[config.mk]
export PLATFORM = sky130hd
export DESIGN_NAME = ball_engine
export DESIGN_NICKNAME = d
export VERILOG_FILES = /design/src/rtl/ball_pkg.sv /design/src/rtl/ball_tick_gen.sv /design/src/rtl/ball_engine.sv
export SDC_FILE = /design/constraint.sdc
export NUM_CORES = 1
export LEC_CHECK = 0
export BUFFER_PORTS_ARGS = -buffer_cell sky130_fd_sc_hd__buf_2
export CAP_MARGIN = 20
export CORE_MARGIN = 10
export CORE_UTILIZATION = 50
export DETAILED_ROUTE_END_ITERATION = 10
export GPL_TIMING_DRIVEN = 0
export PLACE_DENSITY = 0.72
export SYNTH_ARGS = -nofsm -noshare
export SYNTH_HDL_FRONTEND = slang
export SYNTH_SLANG_ARGS = --single-unit
export TNS_END_PERCENT = 30
[constraint.sdc]
create_clock -name CLOCK_50 -period 7.9 [get_ports CLOCK_50]
set_input_delay 0.79 -clock CLOCK_50 [delete_from_list [all_inputs] [get_ports CLOCK_50]]
set_output_delay 0.79 -clock CLOCK_50 [all_outputs]
set_load 0.02 [all_outputs]
[src/rtl/ball_pkg.sv]
// Shared encodings for the ball engine: FSM states,
// direction polarities and bar-role selection.
package ball_pkg;

   typedef enum logic [1:0] {
      ST_IDLE  = 2'd0,
      ST_SERVE = 2'd1,
      ST_MOVE  = 2'd2,
      ST_OVER  = 2'd3
   } state_e;

   localparam logic DIR_RIGHT = 1'b1;
   localparam logic DIR_LEFT  = 1'b0;
   localparam logic DIR_DOWN  = 1'b1;
   localparam logic DIR_UP    = 1'b0;

   localparam int BAR_OBSTACLE = 0;
   localparam int BAR_PADDLE   = 1;

endpackage

[src/rtl/ball_tick_gen.sv]
// Movement tick divider: counts enabled cycles
// and pulses on the last count; sync clear wins.
module ball_tick_gen #(
   parameter int DIV = 50000
) (
   input  logic clk_i,
   input  logic rst_ni,
   input  logic en_i,
   input  logic clr_i,
   output logic tick_o
);

   localparam int CW = (DIV > 1) ? $clog2(DIV) : 1;
   localparam logic [CW-1:0] LAST = CW'(DIV - 1);

   logic [CW-1:0] cnt_q, cnt_d;

   always_comb begin
      cnt_d = cnt_q;
      if (clr_i) begin
         cnt_d = '0;
      end else if (en_i) begin
         cnt_d = (cnt_q == LAST) ? '0 : cnt_q + CW'(1);
      end
   end

   always_ff @(posedge clk_i or negedge rst_ni) begin
      if (!rst_ni) begin
         cnt_q <= '0;
      end else begin
         cnt_q <= cnt_d;
      end
   end

   // tick must not depend on clr_i: the clear is derived from it
   assign tick_o = en_i && (cnt_q == LAST);

endmodule

[src/rtl/ball_engine.sv]
// Single-ball motion engine with serve/move/over FSM,
// lives, paddle speed-up and configurable bar role.
module ball_engine
   import ball_pkg::*;
#(
   parameter int COORD_W       = 10,
   parameter int SCREEN_W      = 640,
   parameter int SCREEN_H      = 480,
   parameter int BALL_SIZE     = 16,
   parameter int TICK_DIV      = 50000,
   parameter int INIT_X        = 140,
   parameter int INIT_Y        = 110,
   parameter int INIT_SPEED    = 2,
   parameter int MAX_SPEED     = 8,
   parameter int SPEEDUP_EVERY = 4,
   parameter int LIVES         = 3,
   parameter int SERVE_TICKS   = 500,
   parameter int BAR_MODE      = 1,
   parameter int BOTTOM_KILLS  = 1
) (
   input  logic               CLOCK_50,
   input  logic               reset,
   input  logic               start,
   input  logic               pause,
   input  logic [COORD_W-1:0] bar_leftLimit,
   input  logic [COORD_W-1:0] bar_rightLimit,
   input  logic [COORD_W-1:0] bar_topLimit,
   input  logic [COORD_W-1:0] bar_bottomLimit,
   output logic [COORD_W-1:0] ball_leftLimit,
   output logic [COORD_W-1:0] ball_rightLimit,
   output logic [COORD_W-1:0] ball_topLimit,
   output logic [COORD_W-1:0] ball_bottomLimit,
   output logic               ball_x_dir,
   output logic               ball_y_dir,
   output logic [3:0]         ball_speed,
   output logic [3:0]         lives_left,
   output logic [7:0]         hit_count,
   output logic               hit_pulse,
   output logic               miss_pulse,
   output logic [1:0]         engine_state,
   output logic               game_over_flag
);

   localparam int W = COORD_W + 1;
   typedef logic [W-1:0] wide_t;
   typedef logic [COORD_W-1:0] crd_t;

   localparam wide_t XMAX = wide_t'(SCREEN_W - BALL_SIZE);
   localparam wide_t YMAX = wide_t'(SCREEN_H - BALL_SIZE);
   localparam wide_t BSZ  = wide_t'(BALL_SIZE);
   localparam crd_t  X0   = crd_t'(INIT_X);
   localparam crd_t  Y0   = crd_t'(INIT_Y);
   localparam crd_t  BEDGE = crd_t'(BALL_SIZE - 1);
   localparam logic [3:0] SPD0   = 4'(INIT_SPEED);
   localparam logic [3:0] SPDMAX = 4'(MAX_SPEED);
   localparam logic [3:0] LIVES0 = 4'(LIVES);
   localparam int STW = (SERVE_TICKS > 1) ? $clog2(SERVE_TICKS) : 1;
   localparam logic [STW-1:0] SRV_LAST = STW'(SERVE_TICKS - 1);

   state_e         state_q, state_d;
   crd_t           x_q, x_d, y_q, y_d;
   logic           xdir_q, xdir_d, ydir_q, ydir_d;
   logic [3:0]     spd_q, spd_d;
   logic [3:0]     lives_q, lives_d;
   logic [7:0]     hits_q, hits_d;
   logic           hitp_q, hitp_d, missp_q, missp_d;
   logic [STW-1:0] srv_q, srv_d;

   logic tick, tick_en, tick_clr;

   ball_tick_gen #(
      .DIV(TICK_DIV)
   ) u_tick (
      .clk_i (CLOCK_50),
      .rst_ni(reset),
      .en_i  (tick_en),
      .clr_i (tick_clr),
      .tick_o(tick)
   );

   assign tick_en  = ((state_q == ST_SERVE) || (state_q == ST_MOVE)) && !pause;
   assign tick_clr = (state_d != state_q);

   wide_t      xw, yw, sw, mx, my, pad_y, bt_w;
   logic       mxdir, mydir, bot_hit, ov, paddle, miss, spd_step;
   logic [7:0] hits_inc;
   logic       unused_msb;

   always_comb begin
      xw    = {1'b0, x_q};
      yw    = {1'b0, y_q};
      sw    = wide_t'(spd_q);
      bt_w  = {1'b0, bar_topLimit};
      mx    = xw;
      my    = yw;
      mxdir = xdir_q;
      mydir = ydir_q;
      bot_hit = 1'b0;

      if (xdir_q == DIR_RIGHT) begin
         if (xw + sw >= XMAX) begin
            mx    = XMAX;
            mxdir = DIR_LEFT;
         end else begin
            mx = xw + sw;
         end
      end else if (xw < sw) begin
         mx    = '0;
         mxdir = DIR_RIGHT;
      end else begin
         mx = xw - sw;
      end

      if (ydir_q == DIR_DOWN) begin
         if (yw + sw >= YMAX) begin
            my      = YMAX;
            bot_hit = 1'b1;
            if (BOTTOM_KILLS == 0) mydir = DIR_UP;
         end else begin
            my = yw + sw;
         end
      end else if (yw < sw) begin
         my    = '0;
         mydir = DIR_DOWN;
      end else begin
         my = yw - sw;
      end

      // half-open overlap of the clamped ball against the bar
      ov = (mx < {1'b0, bar_rightLimit})
        && (mx + BSZ > {1'b0, bar_leftLimit})
        && (my < {1'b0, bar_bottomLimit})
        && (my + BSZ > bt_w);

      paddle = (BAR_MODE == BAR_PADDLE) && ov
            && (ydir_q == DIR_DOWN);
      pad_y  = (bt_w >= BSZ) ? bt_w - BSZ : '0;

      hits_inc = (hits_q == 8'hFF) ? hits_q
                                   : hits_q + 8'd1;
      spd_step = ((32'(hits_inc) % SPEEDUP_EVERY) == 0)
              && (spd_q < SPDMAX);

      miss = !paddle
          && ((bot_hit && (BOTTOM_KILLS != 0))
           || (ov && (BAR_MODE == BAR_OBSTACLE)));
   end

   assign unused_msb = ^{mx[W-1], my[W-1], pad_y[W-1]};

   always_comb begin
      state_d = state_q;
      x_d     = x_q;
      y_d     = y_q;
      xdir_d  = xdir_q;
      ydir_d  = ydir_q;
      spd_d   = spd_q;
      lives_d = lives_q;
      hits_d  = hits_q;
      hitp_d  = 1'b0;
      missp_d = 1'b0;
      srv_d   = '0;

      unique case (state_q)
         ST_IDLE, ST_OVER: begin
            if (start) begin
               state_d = ST_SERVE;
               lives_d = LIVES0;
               hits_d  = '0;
            end
         end
         ST_SERVE: begin
            srv_d = srv_q;
            if (tick) begin
               srv_d = srv_q + STW'(1);
               if (srv_q == SRV_LAST) state_d = ST_MOVE;
            end
         end
         ST_MOVE: begin
            if (tick) begin
               x_d    = mx[COORD_W-1:0];
               y_d    = paddle ? pad_y[COORD_W-1:0]
                               : my[COORD_W-1:0];
               xdir_d = mxdir;
               ydir_d = paddle ? DIR_UP : mydir;
               if (paddle) begin
                  hitp_d = 1'b1;
                  hits_d = hits_inc;
                  if (spd_step) spd_d = spd_q + 4'd1;
               end
               if (miss) begin
                  missp_d = 1'b1;
                  lives_d = lives_q - 4'd1;
                  state_d = (lives_q == 4'd1) ? ST_OVER
                                              : ST_SERVE;
               end
            end
         end
         default: ;
      endcase

      // every entry into SERVE re-arms the ball at the serve point
      if (state_d == ST_SERVE && state_q != ST_SERVE) begin
         x_d    = X0;
         y_d    = Y0;
         xdir_d = DIR_RIGHT;
         ydir_d = DIR_DOWN;
         spd_d  = SPD0;
         srv_d  = '0;
      end
   end

   always_ff @(posedge CLOCK_50 or negedge reset) begin
      if (!reset) begin
         state_q <= ST_IDLE;
         x_q     <= X0;
         y_q     <= Y0;
         xdir_q  <= DIR_RIGHT;
         ydir_q  <= DIR_DOWN;
         spd_q   <= SPD0;
         lives_q <= LIVES0;
         hits_q  <= '0;
         hitp_q  <= 1'b0;
         missp_q <= 1'b0;
         srv_q   <= '0;
      end else begin
         state_q <= state_d;
         x_q     <= x_d;
         y_q     <= y_d;
         xdir_q  <= xdir_d;
         ydir_q  <= ydir_d;
         spd_q   <= spd_d;
         lives_q <= lives_d;
         hits_q  <= hits_d;
         hitp_q  <= hitp_d;
         missp_q <= missp_d;
         srv_q   <= srv_d;
      end
   end

   assign ball_leftLimit   = x_q;
   assign ball_rightLimit  = x_q + BEDGE;
   assign ball_topLimit    = y_q;
   assign ball_bottomLimit = y_q + BEDGE;
   assign ball_x_dir       = xdir_q;
   assign ball_y_dir       = ydir_q;
   assign ball_speed       = spd_q;
   assign lives_left       = lives_q;
   assign hit_count        = hits_q;
   assign hit_pulse        = hitp_q;
   assign miss_pulse       = missp_q;
   assign engine_state     = state_q;
   assign game_over_flag   = (state_q == ST_OVER);

endmodule

## After elaboration in Yosys (flattened, before gate mapping)

Index checks and enable logic that the tools add are counted.

| cells by class | value |
|---|---|
| add/subtract/negate cells | 14 |
| multipliers | 0 |
| divide/modulo/power cells | 0 |
| order comparisons | 10 |
| equal/unequal tests | 16 |
| shift-type cells | 0 |
| multiplexer cells | 61 |
| bitwise gates (word level) | 0 |
| reductions and logical operators | 26 |

Operators with widths:

| cell | count |
|---|---|
| $mux 10 | 8 |
| $mux 11 | 6 |
| $mux 16 | 3 |
| $logic_not 32->1 | 1 |
| $mux 4 | 8 |
| $mux 8 | 4 |
| $mux 9 | 3 |
| $add 10x4->11 | 2 |
| $add 11x5->11 const B | 2 |
| $gt 11x10->1 | 2 |
| $lt 11x10->1 | 2 |
| $sub 10x4->11 | 2 |
| $add 10x4->10 const B | 2 |
| $lt 10x4->1 | 2 |
| $mux 1 | 20 |
| $add 16x1->16 const B | 1 |
| $eq 16x16->1 const B | 1 |
| $pmux 8 s2 | 1 |
| $mux 2 | 6 |
| $reduce_and 4->1 | 3 |
| $reduce_bool 2->1 | 6 |
| $ge 11x10->1 const B | 1 |
| $ge 11x9->1 const B | 1 |
| $ge 10x5->1 const B | 1 |
| 24 further kinds | 39 |

| word-level totals | value |
|---|---|
| register bits after elaboration | 67 |
| latch bits | 0 |
| memory bits (writable) | 0 |
| ROM bits | 0 |
| input port bits | 44 |
| output and inout port bits | 63 |
| word-level logic and storage cells | 140 |
| memories | 0 |

## Logic depth before layout (Yosys ltp)

| logic depth | value |
|---|---|
| depth after elaboration | 19 |
| gate-level depth with buffers | 27 |
| mapped depth without buffers | 26 |

## Hierarchy

A second synthesis with hierarchy kept.

| unflattened totals | value |
|---|---|
| cells, all modules | 857 |
| area total of the unflattened synthesis | 6937.9 sq um |

Modules (own cells, without submodules):

| module | times used | cells an instance | area an instance (sq um) | sequential area each (sq um) |
|---|---|---|---|---|
| ball_engine | 1 | 762 | 5947.0 | 1292.5 |
| ball_tick_gen | 1 | 95 | 991.0 | 400.4 |

## Worst setup path before layout

No wires, ideal clock.

| timing | value |
|---|---|
| kind | flip-flop to flip-flop |
| from | register spd_q[1] (netlist: ball_speed[1]) |
| to | register u_tick.cnt_q[13] |
| library setup time | 121 ps |
| arrival | 5707 ps |
| data required time | 7779 ps |
| slack | 2073 ps |
| cell stages (with the launch flop) | 26 |
| path buffers | 1 |
| period minus slack after synthesis | 5827 ps |
| cells stage by stage | dfstp_2 -> inv_1 -> fa_1 -> o21bai_2 -> nor4_1 -> a32o_1 -> a311oi_1 -> a31oi_1 -> nand2b_1 -> o311ai_0 -> a21oi_1 -> ha_1 -> and2_1 -> a32o_2 -> nand2_1 -> xor2_1 -> ha_1 -> nand3_1 -> o21bai_1 -> a21o_1 -> a2111o_1 -> o21ai_0 -> nor3_1 -> o31ai_4 -> buf_6 -> nor2_1 |

| between the ends | value |
|---|---|
| cells in the longest elaborated chain, start to end | 17 |
| elaborated cells between the ends (all ways) | 34 |
| those cells by class | add/sub (6); order compare (8); eq/ne (1); mux (12); reduce/logical (7) |

Ends and longest elaborated chain:

| item | RTL line | RTL |
|---|---|---|
| start: declaration | ball_engine.sv:63 | `logic [3:0] spd_q, spd_d;` |
| start signal: assignment | ball_engine.sv:232 | `spd_q <= spd_d;` |
| $add 10x4->11 | ball_engine.sv:101, ball_engine.sv:105 |  |
| $ge 11x10->1 | ball_engine.sv:101 | `if (xw + sw >= XMAX) begin` |
| $mux 11 | ball_engine.sv:101 |  |
| $mux 11 | ball_engine.sv:100 | `if (xdir_q == DIR_RIGHT) begin` |
| $add 11x5->11 | ball_engine.sv:131 | `&& (mx + BSZ > {1'b0, bar_leftLimit})` |
| $gt 11x10->1 | ball_engine.sv:131 |  |
| $logic_and 1x1->1 | ball_engine.sv:131 |  |
| $logic_and 1x1->1 | ball_engine.sv:132 | `&& (my < {1'b0, bar_bottomLimit})` |
| $logic_and 1x1->1 | ball_engine.sv:133 | `&& (my + BSZ > bt_w);` |
| $logic_and 1x1->1 | ball_engine.sv:136 | `&& (ydir_q == DIR_DOWN);` |
| $logic_not 1->1 | ball_engine.sv:144 | `miss = !paddle` |
| $logic_and 1x1->1 (*) | ball_engine.sv:145 | `&& ((bot_hit && (BOTTOM_KILLS != 0))` |
| $mux 2 (*) | ball_engine.sv:191 | `if (miss) begin` |
| $mux 2 (*) | ball_engine.sv:180 | `if (tick) begin` |
| $pmux 2 s3 (*) | ball_engine.sv:164 | `unique case (state_q)` |
| $ne 2x2->1 (*) | ball_engine.sv:82 | `assign tick_clr = (state_d != state_q);` |
| $mux 16 or $reduce_bool 2->1 (tied branches) | n/a |  |
| end signal: assignment | ball_tick_gen.sv:31 | `cnt_q <= cnt_d;` |
| end: declaration | ball_tick_gen.sv:16 | `logic [CW-1:0] cnt_q, cnt_d;` |

Mark *: on every way between the ends. The rest lies on a longest branch, timed or not.
A chain may end at the register's enable or synchronous reset.

## Worst setup path in the final report

| timing | value |
|---|---|
| from | register spd_q[0] (netlist: ball_speed[0]) |
| to | register x_q[8] (netlist: ball_leftLimit[8]) |

| between the ends | value |
|---|---|
| cells in the longest elaborated chain, start to end | 19 |
| elaborated cells between the ends (all ways) | 39 |
| those cells by class | add/sub (6); order compare (8); eq/ne (1); mux (14); reduce/logical (10) |

Ends and longest elaborated chain:

| item | RTL line | RTL |
|---|---|---|
| $add 10x4->11 | ball_engine.sv:101, ball_engine.sv:105 |  |
| $ge 11x10->1 | ball_engine.sv:101 |  |
| $mux 11 | ball_engine.sv:101 |  |
| $mux 11 | ball_engine.sv:100 |  |
| $add 11x5->11 | ball_engine.sv:131 |  |
| $gt 11x10->1 | ball_engine.sv:131 |  |
| $logic_and 1x1->1 | ball_engine.sv:131 |  |
| $logic_and 1x1->1 | ball_engine.sv:132 |  |
| (+3 left out) | n/a |  |
| $logic_and 1x1->1 | ball_engine.sv:145 |  |
| $mux 2 | ball_engine.sv:191 |  |
| $mux 2 | ball_engine.sv:180 |  |
| $pmux 2 s3 | ball_engine.sv:164 |  |
| $eq 2x1->1 | ball_engine.sv:203 | `if (state_d == ST_SERVE && state_q != ST_SERVE) begin` |
| $logic_and 1x1->1 | ball_engine.sv:203 |  |
| $reduce_bool 2->1 (no source line) | n/a |  |
| $reduce_and 2->1 (no source line) | n/a |  |
| end signal: assignment | ball_engine.sv:216 | `x_q <= X0;` |
| end signal: assignment | ball_engine.sv:228 | `x_q <= x_d;` |
| end: declaration | ball_engine.sv:61 | `crd_t x_q, x_d, y_q, y_d;` |

Several ways; a longest one is shown, not always the timed one. The select of a mux whose other input is x is not followed.

==> results by group <==
Synth
  – Post-Syn Area per Cell: 7.92 µm²
  – Count of cell types in the netlist: 77
  – Async SR Flop Fraction: 100%
  – Syn Inst Count: 858
  – Yosys Warn Count: 0
  – Post-synth EDFFs: 0
  – Synth Net Count: 975
  – Mapped Area: 6800 µm²
  – Synth Register Bits: 67
  – Commonest register cell after synthesis: dfrtp_1
  – Register area share after synthesis: 24.9%

Critical path
  – Critical path's slowest cell: o41ai_4
  – Worst-path fanout max: 10
  – Worst R2R Path Depth: 26
  – Critical path endpoint category: register
  – Required time of the critical path: 8.08 ns
  – Critical Path Start Type: register
  – Max incr delay on CP: 0.59 ns
  – CP arrival: 7.32 ns
  – Crit-path most repeated cell: ha_1
  – CP Class: reg -> reg

CTS
  – Bufs on Longest Clock Path: 2
  – CTS Root Cell: clkbuf_16
  – Post-CTS resize count: 0
  – Clk sink count: 67
  – TritonCTS clock tree: built
  – Num CTS Buffers: 9
  – H-Tree Depth: 3
  – Clock-pin slew on the worst setup and hold paths: 0.06 ns
  – Post-CTS Hold Buffers: 0
  – Number of setup buffers added after CTS: 0
  – Worst-skew pair later-pin latency: 0.33 ns

Routing
  – DRC viols: 0
  – WL/cell: 16.9 µm
  – DR pass1 iterations: 5
  – Final wirelength: 19.5 mm
  – ANT nets after route: 0
  – Via Count: 6778
  – Routed vias/inst: 5.86
  – Number of DRC violations after detailed-routing iteration 0: 508

Pwr
  – Pleak: 3.78 nW
  – Worst vdd ir: 0.106 mV
  – Total power: 0.999 mW
  – Pwr Density: 127 nW/µm²

Placed design
  – Post-DP Area: 7550 µm²
  – HPWL after DPL: 15.3 mm
  – Port Buffers: 106
  – Routability cong.: 0.995
  – DP Worst Slack: 0.836 ns
  – Placed cells: 1140

Finish
  – Post-route cell area: 7840 µm²
  – # diodes: 0
  – Area growth, synth to finish: 15.4%
  – Layout cells sized above 1: 16.9%
  – Post-Route Utilization: 59.0%
  – # nets final: 1092
  – Post-Layout Cell Count: 1156

Global routing
  – Largest net degree at the start of global routing: 68
  – Vias in the first global route: 6390
  – First-pass GRT wire length: 31.5 mm
  – GRT Overall Usage: 20.4%
  – Initial antenna violation count: 0
  – GR Overflow Total: 0

Floorplanning
  – Die Ht: 137 µm
  – Core Region: 13300 µm²
  – # IOs: 107
  – Die Area: 18700 µm²
  – Row count: 42
  – Die Wd: 137 µm
  – Starting utilization of the core area: 51.1%

Timing
  – Setup TNS: 0 ns
  – Final Cycle Share: 90.5%
  – Final Critical Period: 7.15 ns
  – Unrepaired setup endpoints after global routing: false
  – Max_slew headroom: 41.9%
  – Final setup margin: 0.752 ns
  – Top achievable clock speed: 140 MHz
  – Worst hold slack: 0.502 ns
  – Slew Viols, Final: 0
  – Worst-Margin Slew: 0.872 ns
  – # setup viols final: 0
  – Fin. Hold Viols: 0
  – Clk_skew: 0.00628 ns

Hold path
  – Worst hold path type: reg -> reg
  – Hold Crit Depth: 1

Outcome
  – Status: completed

Job
  – Max Cap Viol: 0
## area by class of cell
cell class,instances,area (µm²)
Fill cell,1257,5450
Multi-Input combinational cell,680,4640
Sequential cell,67,1690
Timing Repair Buffer,106,533
Inverter,78,293
Clock buffer,15,288
Tap cell,176,220
Buffer,33,175
Clock inverter,1,5.00
## path summary, 6_finish.rpt
check | from | endpoint | slack, ns
setup / recovery | ball_speed[0] | ball_leftLimit[8] | 0.75
max in group asynchronous | reset | engine_state[1] | 6.76
hold reg to reg | u_tick.cnt_q[15] | u_tick.cnt_q[15] | 0.50
hold / removal | u_tick.cnt_q[15] | u_tick.cnt_q[15] | 0.50
min in group asynchronous | reset | hit_count[5] | 0.56
setup reg to reg | ball_speed[0] | ball_leftLimit[8] | 0.75
## where the power goes
group / switching, mW / leakage, nW / internal, mW / total (mW)
registers: 0.0108 / 0.887 / 0.353 / 0.364
clock network: 0.144 / 0.146 / 0.246 / 0.391
logic: 0.160 / 2.74 / 0.0843 / 0.244
total: 0.315 / 3.78 / 0.684 / 0.999
## worst max-delay path, delay by kind of cell (launching register included)
| family | cells | cell delay [ns] |
|---|---|---|
| AOI/OAI and AO/OA | 13 | 3.46 |
| xor gates and xnor gates | 1 | 0.17 |
| adders and majority gates | 4 | 1.31 |
| buffers and inverters | 2 | 0.32 |
| DFF | 1 | 0.58 |
| and+or+nand+nor | 6 | 1.10 |
## kinds of logic (layout without fill, tap and decap cells)
family	count (synthesis)	count (layout)	share of synthesized area, %
AOI/OAI and AO/OA	214	214	22.1
xor gates and xnor gates	51	51	6.57
adders and majority gates	73	73	13.9
buffers and inverters	111	233	6.88
DFF	67	67	24.9
muxes	9	9	1.36
and+or+nand+nor	333	333	24.3
## cells in the final DEF (no fill, tap or decap), types with 4 or more instances in the layout
cell type,count
dfrtp_1,54
o22ai_1,5
o21ai_0,40
ha_1,69
a21oi_1,49
nand3b_1,4
o31ai_1,6
clkbuf_1,19
buf_6,5
o21bai_1,6
nor2b_1,12
inv_1,78
a21o_1,8
buf_2,112
nor3_1,25
and2_1,8
a311oi_1,5
nor2_1,97
a31oi_1,13
nand2_1,75
a211oi_1,12
xnor2_1,19
or3_1,12
mux2i_1,7
nor4_1,10
xor2_1,32
a211o_1,11
nor3b_1,5
fa_1,4
o21a_1,11
clkbuf_8,4
nand4_1,13
and3_1,16
nand3_1,24
a221oi_1,9
clkbuf_16,9
dfstp_2,13
nand2b_1,13
## routing by layer
layer	vias to the layer above	track usage (%)	part of all wire (%)
li1	3324	-	-
met4	0	4.08	1.5
met5	-	0	0
met1	3164	27.4	45
met2	261	32.6	45
met3	29	4.88	8.1
## state kept, by name, summed over array words and instances, names as in the netlist
| signal | count |
|---|---|
| ball_y_dir | 1 |
| ball_x_dir | 1 |
| hit_pulse | 1 |
| miss_pulse | 1 |
| srv_q | 9 |
| hit_count | 8 |
| lives_left | 4 |
| ball_topLimit | 10 |
| ball_leftLimit | 10 |
| ball_speed | 4 |
| u_tick.cnt_q | 16 |
| engine_state | 2 |
## synth_stat cells (4+ instances only)
cell / count / area [µm²]
nor3b_1: 5 / 37.5
xnor2_1: 19 / 166
a21oi_1: 49 / 245
and2_1: 8 / 50.1
nand3b_1: 4 / 30.0
a21o_1: 8 / 60.1
nand2_1: 75 / 282
nor3_1: 25 / 125
a221oi_1: 9 / 78.8
nor4_1: 10 / 62.6
o21a_1: 11 / 82.6
dfstp_2: 13 / 342
clkbuf_1: 17 / 63.8
xor2_1: 32 / 280
dfrtp_1: 54 / 1350
buf_2: 7 / 35.0
o21bai_1: 6 / 45.0
nand2b_1: 13 / 81.3
inv_1: 78 / 293
buf_6: 5 / 56.3
and3_1: 16 / 100
nand3_1: 24 / 120
a311oi_1: 5 / 43.8
fa_1: 4 / 80.1
o31ai_1: 6 / 45.0
a31oi_1: 13 / 81.3
o21ai_0: 40 / 200
ha_1: 69 / 863
or3_1: 12 / 75.1
o22ai_1: 5 / 31.3
nor2_1: 97 / 364
nor2b_1: 12 / 75.1
mux2i_1: 7 / 70.1
a211o_1: 11 / 96.3
a211oi_1: 12 / 90.1
nand4_1: 13 / 81.3
Power figures use the tool's default switching activity.
